--- src/rtl/keypad_pkg.sv ---
// Shared types and sizes for the 4x4 keypad scanner.
package keypad_pkg;

  localparam int KEY_W = 4;
  localparam int COLS  = 4;
  localparam int ROWS  = 4;

  typedef enum logic [1:0] {
    ST_IDLE,
    ST_DEB,
    ST_HELD,
    ST_REL
  } state_e;

  typedef enum logic [1:0] {
    DEC_NONE,
    DEC_SINGLE,
    DEC_MULTI
  } dec_e;

endpackage

--- src/rtl/keypad_sync.sv ---
// Parameterised-width two-flop synchronizer for asynchronous inputs.
module keypad_sync #(
  parameter int WIDTH = 4
) (
  input  logic             clk_i,
  input  logic             rst_ni,
  input  logic [WIDTH-1:0] d_i,
  output logic [WIDTH-1:0] q_o
);

  logic [WIDTH-1:0] meta_q;
  logic [WIDTH-1:0] sync_q;

  always_ff @(posedge clk_i or negedge rst_ni) begin
    if (!rst_ni) begin
      meta_q <= '0;
      sync_q <= '0;
    end else begin
      meta_q <= d_i;
      sync_q <= meta_q;
    end
  end

  assign q_o = sync_q;

endmodule

--- src/rtl/keypad_scanner.sv ---
// 4x4 keypad scanner: column scan, ghost rejection, debounce and one-entry key buffer.
// Optional auto-repeat of a held key is built when KEYPAD_REPEAT_EN is defined.
module keypad_scanner
  import keypad_pkg::*;
#(
  parameter int SCAN_DIV = 4,
  parameter int DEBOUNCE = 2
`ifdef KEYPAD_REPEAT_EN
  , parameter int REPEAT_SCANS = 8
`endif
) (
  input  logic             CLK,
  input  logic             RST,
  output logic [COLS-1:0]  V,
  input  logic [ROWS-1:0]  H,
  output logic [KEY_W-1:0] key_code,
  output logic             key_valid,
  input  logic             key_ready,
  output logic             key_down,
  output logic             key_ovf
);

  localparam int DIV_W  = $clog2(SCAN_DIV);
  localparam int DCNT_W = $clog2(DEBOUNCE + 1);
  localparam logic [DIV_W-1:0]  DIV_LAST = DIV_W'(SCAN_DIV - 1);
  localparam logic [DCNT_W-1:0] DCNT_MAX = DCNT_W'(DEBOUNCE);
  localparam logic [DCNT_W-1:0] DCNT_ONE = DCNT_W'(1);

  logic [DIV_W-1:0]      div_q;
  logic [1:0]            col_q;
  logic [COLS-1:0]       v_q;
  logic [ROWS-1:0]       hSync;
  logic [3*ROWS-1:0]     snap_q;
  logic [COLS*ROWS-1:0]  snapNow;
  logic                  lastDwell;
  logic                  scanDone;

  dec_e                  decRes;
  logic [KEY_W-1:0]      decIdx;
  logic                  isCand;

  state_e                state_q, state_d;
  logic [KEY_W-1:0]      cand_q, cand_d;
  logic [DCNT_W-1:0]     dcnt_q, dcnt_d;
  logic [DCNT_W-1:0]     dcntInc;
  logic                  emitPress;
  logic                  emitRepeat;
  logic                  emitAny;
  logic [KEY_W-1:0]      emitCode;

  logic [KEY_W-1:0]      code_q, code_d;
  logic                  valid_q, valid_d;
  logic                  ovf_q, ovf_d;

  keypad_sync #(.WIDTH(ROWS)) u_sync (
    .clk_i  (CLK),
    .rst_ni (RST),
    .d_i    (H),
    .q_o    (hSync)
  );

  assign lastDwell = (div_q == DIV_LAST);
  assign scanDone  = lastDwell && (col_q == 2'd3);

  always_ff @(posedge CLK or negedge RST) begin
    if (!RST) begin
      div_q  <= '0;
      col_q  <= '0;
      v_q    <= 4'b0001;
      snap_q <= '0;
    end else if (lastDwell) begin
      div_q <= '0;
      col_q <= col_q + 2'd1;
      v_q   <= {v_q[COLS-2:0], v_q[COLS-1]};
      case (col_q)
        2'd0:    snap_q[3:0]  <= hSync;
        2'd1:    snap_q[7:4]  <= hSync;
        2'd2:    snap_q[11:8] <= hSync;
        default: ;
      endcase
    end else begin
      div_q <= div_q + DIV_W'(1);
    end
  end

  // Column 3 is sampled on the very cycle the scan completes, so it bypasses the snapshot register.
  assign snapNow = {hSync, snap_q};

  always_comb begin
    decRes = DEC_NONE;
    decIdx = '0;
    for (int i = 0; i < COLS * ROWS; i++) begin
      if (snapNow[i]) begin
        if (decRes == DEC_NONE) begin
          decRes = DEC_SINGLE;
          decIdx = KEY_W'(i);
        end else begin
          decRes = DEC_MULTI;
        end
      end
    end
  end

  assign isCand  = (decRes == DEC_SINGLE) && (decIdx == cand_q);
  assign dcntInc = dcnt_q + DCNT_ONE;

  always_comb begin
    state_d   = state_q;
    cand_d    = cand_q;
    dcnt_d    = dcnt_q;
    emitPress = 1'b0;
    emitCode  = cand_q;
    if (scanDone) begin
      case (state_q)
        ST_IDLE: begin
          if (decRes == DEC_SINGLE) begin
            cand_d   = decIdx;
            emitCode = decIdx;
            if (DEBOUNCE == 1) begin
              emitPress = 1'b1;
              state_d   = ST_HELD;
            end else begin
              dcnt_d  = DCNT_ONE;
              state_d = ST_DEB;
            end
          end
        end
        ST_DEB: begin
          if (isCand) begin
            dcnt_d = dcntInc;
            if (dcntInc == DCNT_MAX) begin
              emitPress = 1'b1;
              state_d   = ST_HELD;
            end
          end else begin
            state_d = ST_IDLE;
          end
        end
        ST_HELD: begin
          if (!isCand) begin
            if (DEBOUNCE == 1) begin
              state_d = ST_IDLE;
            end else begin
              dcnt_d  = DCNT_ONE;
              state_d = ST_REL;
            end
          end
        end
        ST_REL: begin
          if (decRes == DEC_SINGLE) begin
            state_d = isCand ? ST_HELD : ST_IDLE;
          end else begin
            dcnt_d = dcntInc;
            if (dcntInc == DCNT_MAX) begin
              state_d = ST_IDLE;
            end
          end
        end
        default: state_d = ST_IDLE;
      endcase
    end
  end

  always_ff @(posedge CLK or negedge RST) begin
    if (!RST) begin
      state_q <= ST_IDLE;
      cand_q  <= '0;
      dcnt_q  <= '0;
    end else begin
      state_q <= state_d;
      cand_q  <= cand_d;
      dcnt_q  <= dcnt_d;
    end
  end

`ifdef KEYPAD_REPEAT_EN
  localparam int RPT_W = $clog2(REPEAT_SCANS + 1);
  localparam logic [RPT_W-1:0] RPT_MAX = RPT_W'(REPEAT_SCANS);

  logic [RPT_W-1:0] rpt_q, rpt_d;
  logic [RPT_W-1:0] rptInc;
  logic             holdTick;

  assign holdTick = scanDone && (state_q == ST_HELD) && isCand;
  assign rptInc   = rpt_q + RPT_W'(1);

  // Held outside HELD at zero, so every entry into HELD starts a fresh repeat interval.
  always_comb begin
    rpt_d      = rpt_q;
    emitRepeat = 1'b0;
    if (state_q != ST_HELD) begin
      rpt_d = '0;
    end else if (holdTick) begin
      if (rptInc == RPT_MAX) begin
        emitRepeat = 1'b1;
        rpt_d      = '0;
      end else begin
        rpt_d = rptInc;
      end
    end
  end

  always_ff @(posedge CLK or negedge RST) begin
    if (!RST) begin
      rpt_q <= '0;
    end else begin
      rpt_q <= rpt_d;
    end
  end
`else
  assign emitRepeat = 1'b0;
`endif

  assign emitAny = emitPress || emitRepeat;

  // A new key is only dropped when the buffer is full and not being drained this cycle.
  always_comb begin
    valid_d = valid_q;
    code_d  = code_q;
    ovf_d   = 1'b0;
    if (valid_q && key_ready) begin
      valid_d = 1'b0;
    end
    if (emitAny) begin
      if (!valid_q || key_ready) begin
        code_d  = emitCode;
        valid_d = 1'b1;
      end else begin
        ovf_d = 1'b1;
      end
    end
  end

  always_ff @(posedge CLK or negedge RST) begin
    if (!RST) begin
      code_q  <= '0;
      valid_q <= 1'b0;
      ovf_q   <= 1'b0;
    end else begin
      code_q  <= code_d;
      valid_q <= valid_d;
      ovf_q   <= ovf_d;
    end
  end

  assign V         = v_q;
  assign key_code  = code_q;
  assign key_valid = valid_q;
  assign key_ovf   = ovf_q;
  assign key_down  = (state_q == ST_HELD) || (state_q == ST_REL);

endmodule

--- config.mk ---
export PLATFORM = sky130hd
export DESIGN_NAME = keypad_scanner
export DESIGN_NICKNAME = d
export VERILOG_FILES = /design/src/rtl/keypad_pkg.sv /design/src/rtl/keypad_sync.sv /design/src/rtl/keypad_scanner.sv
export SDC_FILE = /design/constraint.sdc
export NUM_CORES = 1
export LEC_CHECK = 0
export CORE_MARGIN = 8
export CORE_UTILIZATION = 50
export DETAILED_ROUTE_END_ITERATION = 6
export GPL_ROUTABILITY_DRIVEN = 1
export PLACE_DENSITY = 0.77
export SYNTH_ARGS = -nofsm -noshare
export SYNTH_HDL_FRONTEND = slang
export SYNTH_SLANG_ARGS = --single-unit
--- constraint.sdc ---
create_clock -name CLK -period 10.4 [get_ports CLK]
set_input_delay 1.56 -clock CLK [delete_from_list [all_inputs] [get_ports CLK]]
set_output_delay 1.56 -clock CLK [all_outputs]
set_load 0.02 [all_outputs]
# Word-level counts from Yosys, hierarchy flattened
# Index checks and enable logic that the tools add are counted.
# totals
register_bits,42
input_bits,7
output_inout_bits,11
elab_cells,148
# op_classes
n_addsub,3
n_eq_ne,16
n_mux,86
reduce_logical,29
# ops
cell,n
$mux 4,31
$mux 2,41
$logic_not 2->1,17
$pmux 2 s4,2
$eq 2x2->1 const B,6
$mux 1,12
$reduce_and 5->1,2
$ne 2x2->1 const B,4
$reduce_and 2->1,4
$add 2x1->2 const B,3
$eq 2x1->1 const B,3
$ne 3x3->1 const B,2
$eq 4x4->1,1
$logic_and 1x1->1,3
$logic_or 1x1->1,2
$logic_not 1->1,1

# Depth between registers and ports, before layout
# depth
word_depth,52
depth_mapped,15
depth_no_buf,14

# Cells and area by module
# Synthesis repeated with hierarchy kept, for this count alone.
# hier_totals
hier_cells,266
area_unflattened_um2,2717.6
# modules_own_cells
module,n_inst,cells_each,area_per_inst_um2,seq_area_each_um2
keypad_scanner,1,258,2517.4,852.1
keypad_sync,1,8,200.2,200.2

# Worst setup path after synthesis
# No wires, ideal clock.
# synth_path
path_type,register to register
start,register snap_q[0]
end,register code_q[0] (netlist: key_code[0])
arrival_time_ns,3.990
t_required_ns,10.272
path_slack_ns,6.282
path_stages_with_launch,15
n_path_buf,0
synth_period_minus_slack_ns,4.118
cell_sequence,dfrtp_1 inv_1 ha_1 nor3_4 o22ai_1 a2111o_1 nand2_2 a211oi_4 mux2_4 or4_4 o221a_1 o311a_1 nor4_4 nand3_2 mux2_1
# synth_via
elab_chain_cells,52
elab_cells_between_ends,86
cone_classes,2 x eq/ne; 67 x mux; 17 x reduce/logical
# synth_rtl
element,line,rtl
"start, declared",keypad_scanner.sv:33,logic [3*ROWS-1:0] snap_q;
"start signal, assigned",keypad_scanner.sv:76,2'd0: snap_q[3:0] <= hSync;
$mux 1 (*),keypad_scanner.sv:93,if (snapNow[i]) begin
$logic_not 2->1,keypad_scanner.sv:94,if (decRes == DEC_NONE) begin
$mux 2,keypad_scanner.sv:94,
$mux 2,keypad_scanner.sv:93,
$logic_not 2->1,keypad_scanner.sv:94,
$mux 2,keypad_scanner.sv:94,
$mux 2,keypad_scanner.sv:93,
$logic_not 2->1,keypad_scanner.sv:94,
[36 not listed],-,
$mux 4 / $mux 2 (equally long branches),keypad_scanner.sv:94,
$mux 4 / $mux 2 (equally long branches),keypad_scanner.sv:93,
$eq 4x4->1 / $eq 2x1->1 (equally long branches),"keypad_scanner.sv:104, keypad_scanner.sv:116",
$logic_and 1x1->1,keypad_scanner.sv:104,assign isCand = (decRes == DEC_SINGLE) && (decIdx == cand_q);
$mux 1,keypad_scanner.sv:129,if (isCand) begin
$mux 1,keypad_scanner.sv:114,case (state_q)
$mux 1,keypad_scanner.sv:113,if (scanDone) begin
$reduce_and 2->1 (no line),-,
"end signal, assigned",keypad_scanner.sv:240,code_q <= code_d;
"end, declared",keypad_scanner.sv:51,"logic [KEY_W-1:0] code_q, code_d;"
# Mark *: on every way between the ends. The rest lies on a longest branch, timed or not.
# A chain may end at the register's enable or synchronous reset.

# Worst setup path in the final report
# layout_path
start,register snap_q[0]
end,register code_q[1] (netlist: key_code[1])
# The elaborated chain is that of the path after synthesis.

==> flow_summary.json <==
{
  "multi_input_area_um2": 1460,
  "synth_seq_cells": 42,
  "routed_wl_mm": 5.06,
  "critPathLaunch": "snap_q[0]$_DFFE_PN0P_",
  "syn_avg_cell_area_um2": 10.1,
  "grt_pass1_vias": 1917,
  "max_stage_delay_ns": 0.63,
  "cts-resized-gates": 0,
  "status": "finished clean",
  "cts_setup_buffers": 0,
  "clk_path_buf_depth": 2,
  "grt_max_degree": 43,
  "overflow": 0,
  "ys_types": 70,
  "clock_latency_ns": 0.28,
  "die_x_um": 88.9,
  "fin_crit_sh": 0.440,
  "drc": 0,
  "endpoint_kind": "flip-flop",
  "crit_fanout": 11,
  "leakage_nw": 1.22,
  "yosysWarnings": 0,
  "cp_num_buf_inv": 1,
  "r2r-start": "snap_q[0]$_DFFE_PN0P_",
  "cp_cell_sequence": "inv_1 > ha_1 > nor3_4 > o22ai_1 > a2111o_1 > nand2_2 > a211oi_4 > mux2_4 > or4_4 > o221ai_1 > a21oi_1 > nor4_1 > a2bb2oi_1 > mux2_2",
  "firstDrtPassIters": 4,
  "drt_iter0_markers": 132,
  "io_pins": 18,
  "slew_viol_final": 0,
  "min_period_ns": 4.57,
  "holdCritStartpoint": "u_sync.meta_q[0]$_DFF_PN0_",
  "timing.setup.tns_ns": 0,
  "num-fill-cells": 447,
  "cts-root-buf": "clkbuf_8",
  "synthArstFlopShare": 1.00,
  "hold_violations": 0,
  "synth-edff-count": 0,
  "synth_fp_nets": 279,
  "slew_headroom": 0.416,
  "die-area_um2": 7910,
  "register_area_um2": 1050,
  "hold_buffers": 0,
  "slowest_stage": "nor4_1",
  "max_cap_viol_count": 0,
  "initial_core_util": 0.521,
  "antenna_cells": 0,
  "final_common_cell": "dfrtp_1",
  "hp-class": "flip-flop to flip-flop",
  "path_clk_slew_ns": 0.07,
  "core_area_um2": 5110,
  "vias": 2073,
  "synth_cells": 262,
  "ys.flop_type": "dfrtp_1",
  "wire_per_inst_um": 14.7,
  "utilization": 0.570,
  "cp_data_required_time_ns": 10.62,
  "cts_max_level": 2,
  "areaGrowthSynthToFinish_pct": 9.51,
  "ir_worst_vdd_mv": 0.116,
  "totalPowerFinal_mw": 0.311,
  "row_count": 26,
  "finish.net_count": 291,
  "gp_congestion": 0.911,
  "yosysSeqAreaShare": 0.396,
  "drive_gt1_frac": 0.164,
  "grt_pass1_wl_mm": 8.65,
  "dp_hpwl_mm": 3.89,
  "mostFrequentLayoutCells": "41 x dfrtp_1, 20 x nand2_1, 16 x inv_1, 16 x clkdlybuf4s50_1, 15 x nor2_1",
  "worstPathArrival_ns": 4.79,
  "cts_made_buffers": 5,
  "max_freq_mhz": 219,
  "ant_nets": 0,
  "cts.sinks": 42,
  "rsz0062_at_grt": "no",
  "die_h_um": 88.9,
  "finClkSkew_ns": 0.00380,
  "crit_family": "simple AND/OR/NAND/NOR gates",
  "io_buffers": 17,
  "antenna_found_initial": 0,
  "powerDensity_nw_per_um2": 107,
  "cts_tree": "yes",
  "startpoint_type": "flip-flop",
  "tightest_slew_ns": 0.876,
  "via_per_inst": 6.01,
  "critPathKind": "flip-flop to flip-flop",
  "globalRouteTotalUtil": 0.137,
  "setup_viol": 0,
  "syn_area_um2": 2660
}
-- synthesized netlist by cell type, types with 4 or more instances --
cell	instances	area, um2
a2111oi_0	4	35.0
a21oi_1	6	30.0
a2bb2oi_1	4	35.0
a31oi_1	4	25.0
and2_1	4	25.0
clkbuf_1	4	15.0
dfrtp_1	41	1030
ha_1	10	125
inv_1	16	60.1
mux2_2	14	158
nand2_1	20	75.1
nand2b_1	4	25.0
nand3_1	8	40.0
nand4_1	4	25.0
nor2_1	15	56.3
nor3_1	10	50.1
o211ai_1	4	30.0
o21ai_0	11	55.1
-- layer usage --
layer	wire length [um]	GRT usage
met5	0	0
met1	2410	0.183
met4	72	0.0522
met2	2370	0.214
met3	206	0.0267
-- sequential cells by signal, summed over array words and instances, names as in the netlist, 4 cells and up --
name	cells
V	4
key_code	4
u_sync.q_o	4
cand_q	4
u_sync.meta_q	4
snap_q	12
-- stage by stage --
step | instances | hold WS [ns] | worst slack (ns) | cell area [um2]
floorplan | 262 | 0.331 | 6.28 | 2660
global placement | 337 | 0.331 | 5.92 | 2820
detailed placement | 337 | 0.335 | 5.89 | 2820
CTS | 345 | 0.352 | 5.88 | 2910
global route | 345 | 0.358 | 5.49 | 2910
finish | 345 | 0.351 | 5.83 | 2910
-- where the power goes --
| part | internal, mW | switching [mW] | total (mW) |
|---|---|---|---|
| Combinational | 0.0142 | 0.0198 | 0.0340 |
| Clock | 0.0535 | 0.0497 | 0.103 |
| Sequential | 0.167 | 0.00673 | 0.174 |
-- worst register-to-register path, delay by kind of cell (launching register included) --
kind	cells	cell delay, ns
AOI/OAI and AO/OA	6	1.52
adders and majority gates	1	0.34
buffers and inverters	1	0.08
DFF	1	0.36
muxes	2	0.57
and+or+nand+nor	4	1.63
-- area by class of cell --
cell class / instances / area share
Clock buffer: 7 / 0.0297
Clock inverter: 1 / 0.00172
Inverter: 16 / 0.0206
Multi-Input combinational cell: 192 / 0.500
Sequential cell: 42 / 0.361
Tap cell: 70 / 0.0301
Timing Repair Buffer: 17 / 0.0567
-- cell families after synthesis --
| family | Yosys count | synth area share |
|---|---|---|
| AO/OA/AOI/OAI | 69 | 0.210 |
| XOR/XNOR | 3 | 0.00988 |
| adder cells (fa/ha/maj) | 10 | 0.0471 |
| buffers and inverters | 28 | 0.0569 |
| flip-flops | 42 | 0.396 |
| multiplexers | 22 | 0.0946 |
| AND/OR/NAND/NOR | 88 | 0.186 |
-- final timing paths --
path / to / slack [ns] / cells past startpoint
min in group asynchronous: key_valid$_DFF_PN0_ / 1.39 / 1
max in group asynchronous: u_sync.meta_q[2]$_DFF_PN0_ / 8.46 / 1
worst max register to register: key_code[1]$_DFFE_PN0P_ / 5.83 / 14
worst max-delay path: key_code[1]$_DFFE_PN0P_ / 5.83 / 14
worst min register to register: u_sync.q_o[0]$_DFF_PN0_ / 0.35 / 0
worst min-delay path: u_sync.q_o[0]$_DFF_PN0_ / 0.35 / 0
Power figures use the tool's default switching activity.
